$ cat src/rtl/dmem_port_arbiter_pkg.sv
// Shared types and constants for the data-cache port arbiter.
//   - bus widths of the single dcache port
//   - arbiter FSM state encoding
//   - dmem_req_t: latched request payload presented on the dcache port
package dmem_port_arbiter_pkg;

    localparam int unsigned ADDR_W = 32;
    localparam int unsigned DATA_W = 32;
    localparam int unsigned MASK_W = 4;

    typedef logic [1:0] arb_state_t;

    localparam arb_state_t ARB_IDLE       = 2'd0;
    localparam arb_state_t ARB_STORE_WAIT = 2'd1;
    localparam arb_state_t ARB_LOAD_WAIT  = 2'd2;

    typedef struct packed {
        logic [ADDR_W-1:0] addr;
        logic [DATA_W-1:0] wdata;
        logic [MASK_W-1:0] rmask;
        logic [MASK_W-1:0] wmask;
    } dmem_req_t;

endpackage

$ cat src/rtl/dmem_port_arbiter_if.sv
// Single dcache port between the arbiter (master) and the data cache (slave).
//   addr/rmask/wmask/wdata : request, held stable until resp
//   rdata/resp             : cache response, resp is a one-cycle pulse
interface dmem_port_arbiter_if;
    import dmem_port_arbiter_pkg::*;

    logic [ADDR_W-1:0] addr;
    logic [MASK_W-1:0] rmask;
    logic [MASK_W-1:0] wmask;
    logic [DATA_W-1:0] wdata;
    logic [DATA_W-1:0] rdata;
    logic              resp;

    modport master (output addr, rmask, wmask, wdata, input rdata, resp);
    modport slave  (input addr, rmask, wmask, wdata, output rdata, resp);
endinterface

$ cat src/rtl/dmem_port_arbiter.sv
// Arbitrates the single dcache port between store-queue commits and loads.
// Stores win in IDLE unless a waiting load has seen LOAD_STARVE_LIMIT store
// grants in a row, in which case dmem_stall holds the SQ off for the load.
// Ports:
//   clk, rst                         clock, synchronous active-high reset
//   flush_by_branch                  kills in-flight/new loads, never stores
//   store_req/addr/wdata/wmask/idx   SQ head commit request
//   load_req/addr/rmask/tag          load request; load_grant acknowledges
//   dmem_stall                       port busy (or reserved for a load)
//   dmem                             dcache port (master side)
//   load_resp_valid/data/tag         load completion
//   store_done, dcache_store_idx     store completion
module dmem_port_arbiter
    import dmem_port_arbiter_pkg::*;
#(
    parameter int unsigned STORE_QUEUE_PTR_WIDTH = 3,
    parameter int unsigned MEM_QUEUE_PTR_WIDTH   = 3,
    parameter int unsigned LOAD_STARVE_LIMIT     = 4
) (
    input  logic                             clk,
    input  logic                             rst,
    input  logic                             flush_by_branch,
    input  logic                             store_req,
    input  logic [ADDR_W-1:0]                store_addr,
    input  logic [DATA_W-1:0]                store_wdata,
    input  logic [MASK_W-1:0]                store_wmask,
    input  logic [STORE_QUEUE_PTR_WIDTH-1:0] store_idx,
    input  logic                             load_req,
    input  logic [ADDR_W-1:0]                load_addr,
    input  logic [MASK_W-1:0]                load_rmask,
    input  logic [MEM_QUEUE_PTR_WIDTH-1:0]   load_tag,
    output logic                             load_grant,
    output logic                             dmem_stall,
    dmem_port_arbiter_if.master              dmem,
    output logic                             load_resp_valid,
    output logic [DATA_W-1:0]                load_resp_data,
    output logic [MEM_QUEUE_PTR_WIDTH-1:0]   load_resp_tag,
    output logic                             store_done,
    output logic [STORE_QUEUE_PTR_WIDTH-1:0] dcache_store_idx
);

    localparam int unsigned CNT_W = $clog2(LOAD_STARVE_LIMIT + 1);
    localparam logic [CNT_W-1:0] STARVE_MAX = CNT_W'(LOAD_STARVE_LIMIT);

    arb_state_t                       state;
    arb_state_t                       state_next;
    dmem_req_t                        req_q;
    logic [STORE_QUEUE_PTR_WIDTH-1:0] idx_q;
    logic [MEM_QUEUE_PTR_WIDTH-1:0]   tag_q;
    logic [CNT_W-1:0]                 starve_cnt;
    logic                             killed_q;
    logic                             load_starved;
    logic                             store_grant;

    // Independent of store_req: the SQ builds store_req from dmem_stall.
    assign load_starved = load_req && (starve_cnt >= STARVE_MAX) && !flush_by_branch;

    // State register
    always_ff @(posedge clk) begin
        if (rst) begin
            state <= ARB_IDLE;
        end else begin
            state <= state_next;
        end
    end

    // Next state, grants and completion strobes
    always_comb begin
        state_next      = state;
        dmem_stall      = 1'b1;
        store_grant     = 1'b0;
        load_grant      = 1'b0;
        store_done      = 1'b0;
        load_resp_valid = 1'b0;
        case (state)
            ARB_IDLE: begin
                dmem_stall = load_starved;
                if (store_req && !load_starved) begin
                    store_grant = 1'b1;
                    state_next  = ARB_STORE_WAIT;
                end else if (load_req && !flush_by_branch) begin
                    load_grant = 1'b1;
                    state_next = ARB_LOAD_WAIT;
                end
            end
            ARB_STORE_WAIT: begin
                if (dmem.resp) begin
                    store_done = 1'b1;
                    state_next = ARB_IDLE;
                end
            end
            ARB_LOAD_WAIT: begin
                if (dmem.resp) begin
                    // A flush arriving with the response kills it as well.
                    load_resp_valid = !killed_q && !flush_by_branch;
                    state_next      = ARB_IDLE;
                end
            end
            default: begin
                state_next = ARB_IDLE;
            end
        endcase
    end

    // Latched request, completion tags, starvation counter and load kill flag
    always_ff @(posedge clk) begin
        if (rst) begin
            req_q      <= '0;
            idx_q      <= '0;
            tag_q      <= '0;
            starve_cnt <= '0;
            killed_q   <= 1'b0;
        end else begin
            if (store_grant) begin
                req_q <= '{addr: store_addr, wdata: store_wdata, rmask: '0, wmask: store_wmask};
                idx_q <= store_idx;
                if (load_req && (starve_cnt < STARVE_MAX)) begin
                    starve_cnt <= starve_cnt + CNT_W'(1);
                end
            end else if (load_grant) begin
                req_q      <= '{addr: load_addr, wdata: '0, rmask: load_rmask, wmask: '0};
                tag_q      <= load_tag;
                starve_cnt <= '0;
            end else if ((state != ARB_IDLE) && dmem.resp) begin
                req_q.rmask <= '0;
                req_q.wmask <= '0;
            end

            if (state == ARB_LOAD_WAIT) begin
                killed_q <= dmem.resp ? 1'b0 : (killed_q || flush_by_branch);
            end else begin
                killed_q <= 1'b0;
            end
        end
    end

    assign dmem.addr  = req_q.addr;
    assign dmem.wdata = req_q.wdata;
    assign dmem.rmask = req_q.rmask;
    assign dmem.wmask = req_q.wmask;

    assign load_resp_data   = load_resp_valid ? dmem.rdata : '0;
    assign load_resp_tag    = load_resp_valid ? tag_q : '0;
    assign dcache_store_idx = store_done ? idx_q : '0;

endmodule
$ cat src/flat_wrapper.sv
// flat-port wrapper written by rule: the top's interface ports become plain ports
module dmem_port_arbiter_flat import dmem_port_arbiter_pkg::*;
#(
    parameter int unsigned STORE_QUEUE_PTR_WIDTH = 3,
    parameter int unsigned MEM_QUEUE_PTR_WIDTH   = 3,
    parameter int unsigned LOAD_STARVE_LIMIT     = 4
)
  (clk, rst, flush_by_branch, store_req, store_addr, store_wdata, store_wmask, store_idx, load_req, load_addr, load_rmask, load_tag, load_grant, dmem_stall, load_resp_valid, load_resp_data, load_resp_tag, store_done, dcache_store_idx, dmem_addr, dmem_rmask, dmem_wmask, dmem_wdata, dmem_rdata, dmem_resp);
  dmem_port_arbiter_if dmem_i ();
  input  logic clk;
  input  logic rst;
  input  logic flush_by_branch;
  input  logic store_req;
  input  logic [ADDR_W-1:0] store_addr;
  input  logic [DATA_W-1:0] store_wdata;
  input  logic [MASK_W-1:0] store_wmask;
  input  logic [STORE_QUEUE_PTR_WIDTH-1:0] store_idx;
  input  logic load_req;
  input  logic [ADDR_W-1:0] load_addr;
  input  logic [MASK_W-1:0] load_rmask;
  input  logic [MEM_QUEUE_PTR_WIDTH-1:0] load_tag;
  output logic load_grant;
  output logic dmem_stall;
  output logic load_resp_valid;
  output logic [DATA_W-1:0] load_resp_data;
  output logic [MEM_QUEUE_PTR_WIDTH-1:0] load_resp_tag;
  output logic store_done;
  output logic [STORE_QUEUE_PTR_WIDTH-1:0] dcache_store_idx;
  output wire logic [$bits(dmem_i.addr)-1:0] dmem_addr;
  output wire logic [$bits(dmem_i.rmask)-1:0] dmem_rmask;
  output wire logic [$bits(dmem_i.wmask)-1:0] dmem_wmask;
  output wire logic [$bits(dmem_i.wdata)-1:0] dmem_wdata;
  input wire logic [$bits(dmem_i.rdata)-1:0] dmem_rdata;
  input wire logic [$bits(dmem_i.resp)-1:0] dmem_resp;
  assign dmem_addr = dmem_i.addr;
  assign dmem_rmask = dmem_i.rmask;
  assign dmem_wmask = dmem_i.wmask;
  assign dmem_wdata = dmem_i.wdata;
  assign dmem_i.rdata = dmem_rdata;
  assign dmem_i.resp = dmem_resp;
  dmem_port_arbiter #(.STORE_QUEUE_PTR_WIDTH(STORE_QUEUE_PTR_WIDTH), .MEM_QUEUE_PTR_WIDTH(MEM_QUEUE_PTR_WIDTH), .LOAD_STARVE_LIMIT(LOAD_STARVE_LIMIT)) u_core (.clk(clk), .rst(rst), .flush_by_branch(flush_by_branch), .store_req(store_req), .store_addr(store_addr), .store_wdata(store_wdata), .store_wmask(store_wmask), .store_idx(store_idx), .load_req(load_req), .load_addr(load_addr), .load_rmask(load_rmask), .load_tag(load_tag), .load_grant(load_grant), .dmem_stall(dmem_stall), .dmem(dmem_i), .load_resp_valid(load_resp_valid), .load_resp_data(load_resp_data), .load_resp_tag(load_resp_tag), .store_done(store_done), .dcache_store_idx(dcache_store_idx));
endmodule
$ cat config.mk
export PLATFORM = sky130hd
export DESIGN_NAME = dmem_port_arbiter_flat
export DESIGN_NICKNAME = d
export VERILOG_FILES = /design/src/rtl/dmem_port_arbiter_pkg.sv /design/src/rtl/dmem_port_arbiter_if.sv /design/src/rtl/dmem_port_arbiter.sv /design/src/flat_wrapper.sv
export SDC_FILE = /design/constraint.sdc
export NUM_CORES = 1
export LEC_CHECK = 0
export ABC_AREA = 0
export CORE_ASPECT_RATIO = 0.9
export CORE_MARGIN = 4
export CORE_UTILIZATION = 37
export DETAILED_ROUTE_END_ITERATION = 16
export PLACE_DENSITY_LB_ADDON = 0.08
export RECOVER_POWER = 50
export SLEW_MARGIN = 40
export SYNTH_ARGS = -nofsm -noshare
export SYNTH_HDL_FRONTEND = slang
export SYNTH_SLANG_ARGS = --single-unit
$ cat constraint.sdc
create_clock -name clk -period 3.5 [get_ports clk]
set_clock_uncertainty 0.2 [all_clocks]
set_input_delay 0.875 -clock clk [delete_from_list [all_inputs] [get_ports clk]]
set_output_delay 0.875 -clock clk [all_outputs]
set_load 0.05 [all_outputs]
==> key figures <==
Cells and area
  • Final non-filler cell area: 6930 sq um
  • Nets: 823
  • Area Overhead vs Synth: 92.7%
  • # diodes: 0
  • # fillers: 700
  • Share of cells above drive strength 1: 0.104
  • Finished Layout Cells: 798

Synth
  • Mapped Area: 3590 sq um
  • Synth Area in Simple Gates: 0.231
  • Ys Warns: 0
  • Area leader, netlist: dfxtp_1
  • Synth top area share: 0.468
  • Sequential area share after synthesis: 0.468
  • EDFF count, synth: 0
  • Post-Synthesis Cells: 425
  • Adder-Cell Fraction of Synth Area: 0.0139
  • Largest family of logic cells by synthesized area: simple AND/OR/NAND/NOR gates
  • Synth unique cells: 31
  • Syn nets: 577
  • #FFs+latches synth: 84
  • Syn_area_per_cell: 8.46 sq um
  • Synth area leaders: dfxtp_1 (47%), nor2_1 (7.9%), and2_1 (7.0%)
  • Multiplexer share of the synthesized area: 0.0223
  • Synth Area in XOR/XNOR: 0
  • Post-synth ARST share: 0
  • Compound-gate portion of the synthesized area: 0.212
  • Commonest register cell after synthesis: dfxtp_1

Detailed routing
  • WL per Instance: 17.4 microns
  • Routed vias: 4027
  • Met1 wire length: 5.21 mm
  • DRC: 0
  • Drt via density: 5.05
  • Antenna Nets Post-Route: 0
  • DR pass1 iterations: 4
  • DR iter-0 viols: 163
  • Top sig layer: met4
  • WL met2: 7.24 mm
  • Routed WL: 13.9 mm
  • Met3 WL: 1.23 mm

Placement
  • Buffers on Ports: 261
  • Dpl hpwl: 10.8 mm
  • Post-DP Area: 6740 sq um
  • Pre-CTS setup slack: 171 ps
  • Global placement routability congestion: 0.835
  • Cells after DPL: 782

STA
  • Fin crit share: 0.955
  • Fin Hold WS: 251 ps
  • Final Setup Violations: 0
  • Final Max Tran Viols: 0
  • Unrepaired setup endpoints after global routing: no
  • Final min period: 3340 ps
  • Fmax: 0.299 GHz
  • Setup TNS: 0 ps
  • Fin worst setup slack: 159 ps
  • Hold Vio Cnt, Final: 0
  • Slew HR: 0.407
  • Slew @ Worst Pin: 889 ps

Global routing
  • Largest net degree at the start of global routing: 56
  • First-pass GRT wire length: 20.9 mm
  • Number of global-route vias before repair: 3956
  • Overall Global Routing Usage: 0.230
  • Grt total ovfl: 0
  • Initial antenna violation count: 0

Setup path
  • Required @ worst endpoint: 2420 ps
  • Crit-path max FO: 36
  • Startpoint types: primary input
  • Crit path kind: in2out
  • Worst path bufs/invs: 3
  • Crit-path cells: clkdlybuf4s50_1, nor2_1, and3_1, buf_12, and2_1, buf_12
  • CP max stage delay: 470 ps
  • CP top delay family: buffers and inverters
  • Slowest CP cell: clkdlybuf4s50_1
  • Worst setup path startpoint: flush_by_branch
  • Worst r2r src: u_core.state[0]$_SDFFE_PP0P_
  • WP data arrival: 2270 ps
  • Top cell by count, worst path: buf_12
  • Nature of the critical path endpoint: output pin

CTS
  • CTS tree: yes
  • Clk pin slew, worst setup/hold paths: 80 ps
  • Clk root buf: clkbuf_8
  • Post-CTS setup buffer count: 0
  • # H-tree levels: 3
  • CTS resizes: 0
  • Num CTS Buffers: 9
  • Hold-fix buffers, CTS: 0
  • CTS Buffer Depth: 2
  • Clock latency on the worst-skew pair: 340 ps
  • Clock Sinks: 84

Floorplanning
  • Core box area: 9290 sq um
  • Starting Density: 0.387
  • Die span in y: 101 microns
  • Die area: 11400 sq um
  • Die X-Extent: 112 microns
  • Number of cell rows: 33
  • IO Pins: 262

Flow run
  • Max_cap viols: 0

Outcome
  • Outcome: completed

Worst hold path
  • Hold/Removal Path Class: reg2reg
  • HP Start: u_core.idx_q[0]$_SDFFE_PP0P_

Power and ir drop
  • IR drop worst, VDD: 227 uV
  • Power density cells: 402 nW/um^2
  • Pleak: 2.81 nW
## cell usage after synthesis (3+ instances only)
cell / count
buf_1: 3
nor2_1: 76
clkbuf_1: 13
nand2b_1: 4
buf_4: 4
a22oi_1: 33
and3_1: 6
mux2i_1: 8
inv_1: 3
nor3_1: 5
a22o_1: 4
nand2_1: 41
a211oi_1: 32
buf_2: 15
dfxtp_1: 84
a21oi_1: 37
ha_1: 4
and2_1: 40
## state kept, by name, indices dropped and copies added, names as in the netlist, 2 cells and up
name               cells
u_core.dmem.addr      32
u_core.dmem.rmask      4
u_core.dmem.wdata     32
u_core.dmem.wmask      4
u_core.idx_q           3
u_core.starve_cnt      3
u_core.state           2
u_core.tag_q           3
## routing by layer
layer,track usage,vias to the layer above
met5,0,-
met4,0.0730,0
met3,0.0747,24
met2,0.418,171
met1,0.259,1878
li1,-,1954
## power breakdown
| group | switching (W) | internal, W |
|---|---|---|
| clock network | 0.000351 | 0.000422 |
| registers | 0.0000403 | 0.00104 |
| logic | 0.000548 | 0.000387 |
## cell usage in the layout (no fill, tap or decap), types with 2 or more instances in the layout
cell,instances
a211oi_1,32
nor2_1,76
nand2b_1,4
a22o_1,4
clkinv_4,2
and2_1,40
mux2i_1,8
clkbuf_8,10
buf_4,4
clkinv_2,2
dfxtp_1,84
bufinv_16,2
clkbuf_1,2
nand2_1,41
a21oi_1,37
a22oi_1,33
ha_1,4
clkdlybuf4s50_1,185
buf_12,45
dlygate4sd3_1,33
nor3_1,5
inv_1,3
and3_1,6
## kinds of logic (layout without fill, tap and decap cells)
family                   Yosys count  in the layout
buffers and inverters             40            291
multiplexers                       8              8
AO/OA/AOI/OAI                    111            111
adder cells (fa/ha/maj)            4              4
flip-flops                        84             84
AND/OR/NAND/NOR                  178            178
## per-stage QoR
stage	util	total power, W
2_1_floorplan	-	0.00164
3_3_place_gp	0.725	0.00204
3_5_place_dp	0.725	0.00206
4_1_cts	0.750	0.00283
5_1_grt	0.745	0.00291
6_report	0.745	0.00279
## path summary, 6_finish.rpt
kind,end,slack [ps],cells past startpoint
setup / recovery,load_resp_data[10],160,6
hold / removal,u_core.idx_q[0]$_SDFFE_PP0P_,250,2
setup reg to reg,u_core.dmem.wdata[10]$_SDFFE_PP0P_,650,6
hold reg to reg,u_core.idx_q[0]$_SDFFE_PP0P_,250,2
## layout make-up
class	count	area, sq um	area share
clock buffer	10	138	0.0199
clock inverter	6	87.6	0.0126
inverter	3	11.3	0.00163
multi-input combinational	301	1710	0.247
sequential	84	1680	0.243
tap	122	153	0.0220
timing repair buffer	272	3140	0.454
## worst min-delay path, stage by stage (launching register included)
cell and delay, ps:
dfxtp_1 310, nand2_1 50, a21oi_1 50
No activity file was read; power rests on OpenSTA's default activity.
